--- src/rtl/peak_hold_bargraph.sv ---
// Pushbutton bargraph with peak-hold, timed hold, stepwise decay and display freeze.
// Define PEAK_MARK_EN to show the live level as a bar with the held peak as a marker bit.
module peak_hold_bargraph #(
    parameter int WIDTH       = 16,
    parameter int HOLD_TICKS  = 100,
    parameter int DECAY_TICKS = 10,
    localparam int LW         = $clog2(WIDTH + 1)
) (
    input  logic             hz100,
    input  logic             reset,
    input  logic [WIDTH-1:0] pb,
    input  logic             mode,
    input  logic             freeze,
    output logic [WIDTH-1:0] bar,
    output logic [LW-1:0]    level,
    output logic             holding
);

    localparam int MAXT = (HOLD_TICKS > DECAY_TICKS) ? HOLD_TICKS : DECAY_TICKS;
    localparam int CW   = (MAXT > 1) ? $clog2(MAXT) : 1;

    typedef enum logic [1:0] {IDLE, TRACK, HOLD, DECAY} state_t;

    state_t          state_q, state_d;
    logic [LW-1:0]   d_q, d_d;
    logic [CW-1:0]   cnt_q, cnt_d;
    logic            holding_q;
    logic [LW-1:0]   live;

    function automatic logic [WIDTH-1:0] thermo(input logic [LW-1:0] n);
        logic [WIDTH-1:0] t;
        for (int i = 0; i < WIDTH; i++) t[i] = (LW'(i) < n);
        return t;
    endfunction

    function automatic logic [WIDTH-1:0] onehot(input logic [LW-1:0] n);
        logic [WIDTH-1:0] o;
        for (int i = 0; i < WIDTH; i++) o[i] = (n == LW'(i + 1));
        return o;
    endfunction

    // Highest pressed button wins; later iterations override lower bits.
    always_comb begin
        live = '0;
        for (int i = 0; i < WIDTH; i++) begin
            if (pb[i]) live = LW'(i + 1);
        end
    end

    always_comb begin
        state_d = state_q;
        d_d     = d_q;
        cnt_d   = cnt_q;
        if (!freeze) begin
            if (live != '0 && live >= d_q) begin
                d_d     = live;
                cnt_d   = '0;
                state_d = TRACK;
            end else begin
                case (state_q)
                    TRACK: begin
                        state_d = HOLD;
                        cnt_d   = '0;
                    end
                    HOLD: begin
                        if (cnt_q == CW'(HOLD_TICKS - 1)) begin
                            state_d = DECAY;
                            cnt_d   = '0;
                        end else begin
                            cnt_d = cnt_q + CW'(1);
                        end
                    end
                    DECAY: begin
                        if (cnt_q == CW'(DECAY_TICKS - 1)) begin
                            d_d   = d_q - LW'(1);
                            cnt_d = '0;
                            // Decay stops once it meets the live level.
                            if (d_q - LW'(1) == live) begin
                                state_d = (live == '0) ? IDLE : TRACK;
                            end
                        end else begin
                            cnt_d = cnt_q + CW'(1);
                        end
                    end
                    default: ;
                endcase
            end
        end
    end

    always_ff @(posedge hz100 or negedge reset) begin
        if (!reset) begin
            state_q   <= IDLE;
            d_q       <= '0;
            cnt_q     <= '0;
            holding_q <= 1'b0;
        end else begin
            state_q   <= state_d;
            d_q       <= d_d;
            cnt_q     <= cnt_d;
            holding_q <= (state_d == HOLD) || (state_d == DECAY);
        end
    end

    assign level   = d_q;
    assign holding = holding_q;

`ifdef PEAK_MARK_EN
    logic [LW-1:0] live_q;
    logic [LW-1:0] live_d;

    assign live_d = freeze ? live_q : live;

    always_ff @(posedge hz100 or negedge reset) begin
        if (!reset) live_q <= '0;
        else        live_q <= live_d;
    end

    assign bar = mode ? onehot(d_q) : (thermo(live_q) | onehot(d_q));
`else
    assign bar = mode ? onehot(d_q) : thermo(d_q);
`endif

endmodule

--- config.mk ---
export PLATFORM = sky130hd
export DESIGN_NAME = peak_hold_bargraph
export DESIGN_NICKNAME = d
export VERILOG_FILES = /design/src/rtl/peak_hold_bargraph.sv
export SDC_FILE = /design/constraint.sdc
export NUM_CORES = 1
export LEC_CHECK = 0
export ABC_AREA = 1
export BUFFER_PORTS_ARGS = -buffer_cell sky130_fd_sc_hd__buf_2
export CAP_MARGIN = 20
export CORE_ASPECT_RATIO = 0.6
export CORE_MARGIN = 10
export CORE_UTILIZATION = 49
export CTS_BUF_LIST = sky130_fd_sc_hd__clkbuf_4 sky130_fd_sc_hd__clkbuf_8 sky130_fd_sc_hd__clkbuf_16
export DETAILED_ROUTE_END_ITERATION = 12
export GPL_ROUTABILITY_DRIVEN = 1
export GPL_TIMING_DRIVEN = 1
export PLACE_DENSITY = 0.76
export SLEW_MARGIN = 20
export SYNTH_ARGS = -nofsm -noshare
export SYNTH_HDL_FRONTEND = slang
export SYNTH_SLANG_ARGS = --single-unit
export TNS_END_PERCENT = 10
--- constraint.sdc ---
create_clock -name hz100 -period 1.8 [get_ports hz100]
set_input_delay 0.27 -clock hz100 [delete_from_list [all_inputs] [get_ports hz100]]
set_output_delay 0.27 -clock hz100 [all_outputs]
set_load 0.02 [all_outputs]
==> results_dict.tcl, run 1 <==
set metrics [dict create \
    grt_max_degree 16 \
    fmax_ghz 0.423 \
    p_per_area_nw_per_um2 1440 \
    cts_root_buf "clkbuf_8" \
    swShare_pct 53.1 \
    netlist_instances 290 \
    coreArea_um2 3640 \
    seqCellArea_um2 375 \
    die_y_um 67.3 \
    grt_pass1_wl_um 9740 \
    peakVddDrop_mv 0.977 \
    start_kind "input pin" \
    clk_pin_slew_ns 0.06 \
    finalClockSkew_ns 0.00269 \
    violations "setup timing" \
    worstMarginPinSlew_ns 0.562 \
    via_count 2203 \
    drive_gt1_share_pct 35.3 \
    insertion_delay_ns 0.25 \
    postRouteWirelength_um 5770 \
    dp_hpwl_um 4430 \
    max_cap_viol_count 0 \
    row_count 17 \
    dp.cells 413 \
    synth.area.top_cells "dfrtp_1 21%, nand2_1 17%, inv_1 11%" \
    track_usage_pct 17.2 \
    setup_viol 25 \
    grt_overflow 0 \
    ys_seq_area_share_pct 20.5 \
    status "finished with violations" \
    power_leakage_nw 1.48 \
    required_ns 1.94 \
    final_nets 407 \
    place.gp.congestion 0.937 \
    numCtsBuffers 3 \
    drt_iter0_markers 244 \
    max_stage_delay_ns 0.26 \
    cp.arrival_ns 2.51 \
    grt_antenna_before_repair 0 \
    p_total_mw 3.76 \
    routedWlPerCell_um 13.7 \
    start_util_pct 50.2 \
    syn_nets 322 \
    p_int_mw 1.76 \
    end_kind "flop" \
    avgSynthCellArea_um2 6.30 \
    final_antenna_net_count 0 \
    r2r_setup_slack_ns -0.27 \
    htree_levels 1 \
    final_cell_mix "73 x nand2_1, 51 x inv_1, 41 x buf_4, 36 x buf_2, 25 x nor2_1" \
    ys_seq_elements 15 \
    dieArea_um2 6650 \
    p_sw_mw 2.00 \
    io_pins 42 \
    ys_types 33 \
    finalCriticalPeriod_ns 2.36 \
    multi_input_area_um2 1340 \
    die_w_um 98.8 \
    syn_area_um2 1830 \
    instances_no_fill 421 \
    cts_tree "built" \
    hold_path_class "in2reg" \
    drc 0 \
    synth_top_area_share_pct 20.5 \
    seq_power_share_pct 15.4 \
    yosysTopAreaCell "dfrtp_1" \
    drv_slew 0 \
    setup_slack_ns -0.563 \
    rsz0062_at_grt "true" \
    diodes 0 \
    post-route-period-util_pct 131 \
    clockBufferDepth 2 \
    max_slew_margin_pct 62.5 \
    io_buffers 41 \
    power_frac_clock_pct 7.4 \
    layout_commonest_cell "nand2_1" \
    pwr-share-comb_pct 77.2 \
    critPathKind "in2reg" \
    yosysWarnings 0 \
    fin_hold_ws_ns 0.318 \
    cpMostUsedCell "nand2_1" \
    final_hold_viol_count 0 \
    area_delta_synth_final_pct 42.5 \
    critPathMaxFanout 6 \
    grt_pass1_vias 2090 \
    cts.sinks 15 \
    first_pass_iters 6 \
    nFillCells 294 \
    cp_slowest_cell "ha_4" \
    viasPerCell 5.23 \
]
kinds of logic (layout without fill, tap and decap cells):
group | count (synthesis) | count (layout) | share of synthesized area, %
simple gates | 157 | 158 | 39.9
buf+inv | 60 | 143 | 13.7
compound gates | 38 | 38 | 13.8
flops | 15 | 15 | 20.5
fa+ha+maj | 12 | 12 | 8.22
xor+xnor | 8 | 8 | 3.84
state kept, by name, summed over array words and instances (netlist names):
name and flops:
cnt_q 7, level 5, state_q 2, holding 1
timing repair:
item	4_1_cts	5_1_grt
hold buffers	1	0
endpoints found under the hold margin	15	0
setup buffers	2	0
endpoints found under the setup margin	29	30
gates resized for setup	29	17
cloned	1	0
pin swaps	2	2
metal layers:
metal	up-vias	track usage [%]	part of all wire, %
met5	-	0	0
li1	1095	-	-
met1	991	24.2	47
met3	8	4.18	9.8
met4	0	3.02	0.78
met2	109	26.1	42
cells in the mapped netlist:
master	number
nand2_8	1
clkbuf_1	2
nand2_2	4
o21ai_0	15
o21ai_1	1
nor3_2	1
a21oi_4	1
ha_1	12
nand3b_1	1
o32ai_1	1
o21bai_1	1
nand3_2	2
dfrtp_1	15
nor2_1	28
xnor2_1	1
nand4_1	11
nand2_1	82
buf_6	1
o21bai_4	1
nor2_2	5
a22oi_1	2
a2111oi_0	1
a211oi_1	2
xor2_1	7
o31ai_1	6
inv_1	55
nand2_4	2
a31oi_1	1
a21oi_1	6
buf_12	1
nand3_1	19
buf_2	1
nor3_4	1
worst max-delay path: cells and delay by family:
kind                     cells  cell delay, ns
AND/OR/NAND/NOR             21            1.12
AO/OA/AOI/OAI                4            0.51
buffers and inverters        4            0.33
adder cells (fa/ha/maj)      1            0.26
through the flow:
stage	setup slack, ns	cell area, um^2	utilization [%]	setup TNS [ns]
floorplan	-0.518	1850	-	-7.54
global placement	-0.706	2370	65.3	-10.13
detailed placement	-0.808	2370	65.3	-11.66
CTS	-0.516	2540	69.9	-8.21
global route	-0.804	2600	71.6	-13.73
finish	-0.563	2600	71.6	-8.77
path summary, 6_finish.rpt:
check	cells past startpoint	endpoint	from
max	30	level[0]$_DFFE_PN0P_	pb[1]
min	4	level[3]$_DFFE_PN0P_	freeze
max reg2reg	14	level[0]$_DFFE_PN0P_	level[0]$_DFFE_PN0P_
min reg2reg	2	cnt_q[3]$_DFFE_PN0P_	cnt_q[3]$_DFFE_PN0P_
max in group asynchronous	2	cnt_q[0]$_DFFE_PN0P_	reset
min in group asynchronous	2	cnt_q[2]$_DFFE_PN0P_	reset
area by class of cell:
| class | instances | share of cell area (%) |
|---|---|---|
| clock buffer | 3 | 1.59 |
| multi-input combinational | 216 | 51.3 |
| timing repair buffer | 84 | 21.9 |
| sequential | 15 | 14.4 |
| clock inverter | 1 | 0.192 |
| inverter | 55 | 8.41 |
| tap | 47 | 2.26 |
power groups by stage:
stage	Sequential (mW)	Combinational (mW)	Clock [mW]
final	0.578	2.90	0.279
after global routing	0.590	3.18	0.300
after CTS	0.576	2.72	0.280
after detailed placement	0.574	2.51	0
after global placement	0.569	2.47	0
after floorplan	0.615	1.54	0
Power figures use the tool's default switching activity.
==> inputs of run 2 (changes only) <==
TNS_END_PERCENT = not set   (was 10)
==> run 2 against run 1 <==
The flow still finishes with violations (setup timing). Core utilization up 1.8 points. Largest cell class unchanged. Register-to-register slack better by 0.03 ns. Worst hold slack worse by 0.0046 ns. Non-clock buffer count up 5. Via count down 0.32%. Maximum frequency up 2.1%. Global-route usage down 0.41 points. Clock skew about the same. First-iteration DRC count down 23%. Highest routed layer unchanged. Largest power group unchanged.
==> results_dict.tcl, run 2 (synthesis gave the netlist of run 1 again) <==
set metrics [dict create \
    die_w_um 98.8 \
    r2r_setup_slack_ns -0.24 \
    status "finished with violations" \
    start_kind "input pin" \
    diodes 0 \
    final_hold_viol_count 0 \
    grt_pass1_vias 2072 \
    final_cell_mix "75 x nand2_1, 50 x inv_1, 43 x buf_4, 34 x buf_2, 24 x nor2_1" \
    track_usage_pct 16.8 \
    place.gp.congestion 0.938 \
    grt_pass1_wl_um 9450 \
    viasPerCell 5.15 \
    p_per_area_nw_per_um2 1460 \
    grt_antenna_before_repair 0 \
    first_pass_iters 5 \
    hold_depth 4 \
    p_sw_mw 2.04 \
    r2r_cells 13 \
    numCtsBuffers 3 \
    top_register "cnt_q" \
    drive_gt1_share_pct 36.9 \
    postRouteWirelength_um 5870 \
    finalCriticalPeriod_ns 2.31 \
    fin_hold_ws_ns 0.313 \
    pwr-share-comb_pct 77.6 \
    seq_power_share_pct 15.3 \
    io_pins 42 \
    row_count 17 \
    worstMarginPinSlew_ns 0.582 \
    coreArea_um2 3640 \
    reg2reg_from "level[0]$_DFFE_PN0P_" \
    cts_root_buf "clkbuf_8" \
    clockBufferDepth 2 \
    grt_overflow 0 \
    setup_viol 27 \
    dieArea_um2 6650 \
    final_nets 412 \
    critPathMaxFanout 7 \
    end_kind "flop" \
    cp.arrival_ns 2.45 \
    required_ns 1.93 \
    clk_pin_slew_ns 0.06 \
    p_int_mw 1.86 \
    largest_register_ff_count 7 \
    die_y_um 67.3 \
    post-route-cell-area_um2 2670 \
    hold_path_startpoint "freeze" \
    htree_levels 1 \
    p_total_mw 3.90 \
    fmax_ghz 0.432 \
    placed_cell_area_um2 2430 \
    power_frac_clock_pct 7.1 \
    routedWlPerCell_um 13.8 \
    drt_iter0_markers 188 \
    hold_path_class "in2reg" \
    violations "setup timing" \
    max_cap_viol_count 0 \
    critical_path.startpoint "pb[1]" \
    swShare_pct 52.3 \
    io_buffers 41 \
    layout_commonest_cell "nand2_1" \
    drv_slew 0 \
    cts_tree "built" \
    cpMostUsedCell "nand2_1" \
    start_util_pct 50.2 \
    dp_hpwl_um 4470 \
    cts.sinks 15 \
    max_stage_delay_ns 0.26 \
    drc 0 \
    rsz0062_at_grt "true" \
    final_antenna_net_count 0 \
    max_slew_margin_pct 61.2 \
    grt_max_degree 16 \
    setup_slack_ns -0.514 \
    critPathKind "in2reg" \
    via_count 2196 \
    min_to "level[1]$_DFFE_PN0P_" \
    peakVddDrop_mv 0.944 \
    insertion_delay_ns 0.25 \
    power_leakage_nw 1.51 \
    area_delta_synth_final_pct 46.2 \
    post-route-period-util_pct 129 \
    finalClockSkew_ns 0.00294 \
    cp_slowest_cell "ha_4" \
    reg2reg_to "level[2]$_DFFE_PN0P_" \
]
## run 2: changes by cell type in the layout (fill, tap and decap cells not counted), sizes merged
cell	previous run	this run
buf	83	88
## run 2: final cells by class
type,count,area (um^2)
sequential,15,375
tap,47,58.8
clock buffer,3,41.3
timing repair buffer,89,631
inverter,55,221
multi-input combinational,216,1340
clock inverter,1,5.00
fill,293,967
## run 2: what timing repair did
action / CTS / global route
cloned: 1 / 0
endpoints found under the hold margin: 15 / 0
hold buffers: 1 / 0
endpoints found under the setup margin: 29 / 30
pin swaps: 3 / 5
setup buffers: 2 / 1
gates resized for setup: 38 / 13
## run 2: layer usage
metal  part of all wire, %  global-route usage [%]  routed length, um  vias up
met5                     0                       0                  0        -
met4                   1.4                    3.02                 84        0
met3                   8.1                    3.26                474       11
met2                    42                    25.8               2490       91
met1                    48                    23.9               2820      990
li1                      -                       -                  -     1104
## run 2: worst max path at each step
stage / endpoint / slack [ns] / cells after the start
final: level[2]$_DFFE_PN0P_ / -0.51 / 29
after global routing: level[4]$_DFFE_PN0P_ / -0.75 / 28
after CTS: level[0]$_DFFE_PN0P_ / -0.49 / 29
after detailed placement: cnt_q[1]$_DFFE_PN0P_ / -0.77 / 29
after global placement: cnt_q[1]$_DFFE_PN0P_ / -0.71 / 29
after floorplan: level[3]$_DFFE_PN0P_ / -0.52 / 29
## run 2: per-stage QoR
stage | util [%] | cells | TNS (ns) | worst slack (ns)
3_3_place_gp | 66.8 | 417 | -10.22 | -0.714
2_1_floorplan | - | 290 | -7.07 | -0.518
6_report | 73.4 | 426 | -8.65 | -0.514
5_1_grt | 73.4 | 426 | -13.69 | -0.754
4_1_cts | 71.9 | 425 | -7.69 | -0.489
3_5_place_dp | 66.8 | 417 | -11.04 | -0.766
## run 2: critical path, delay by kind of cell
family	cells	cell delay, ns
compound gates	4	0.53
fa+ha+maj	1	0.26
buf+inv	3	0.17
simple gates	21	1.22
## run 2: power groups by stage
stage          combinational (mW)  sequential, mW  clock, mW
2_1_floorplan                1.60           0.615          0
5_1_grt                      3.30           0.608      0.297
4_1_cts                      2.86           0.584      0.279
3_3_place_gp                 2.57           0.577          0
6_report                     3.02           0.598      0.276
3_5_place_dp                 2.61           0.576          0
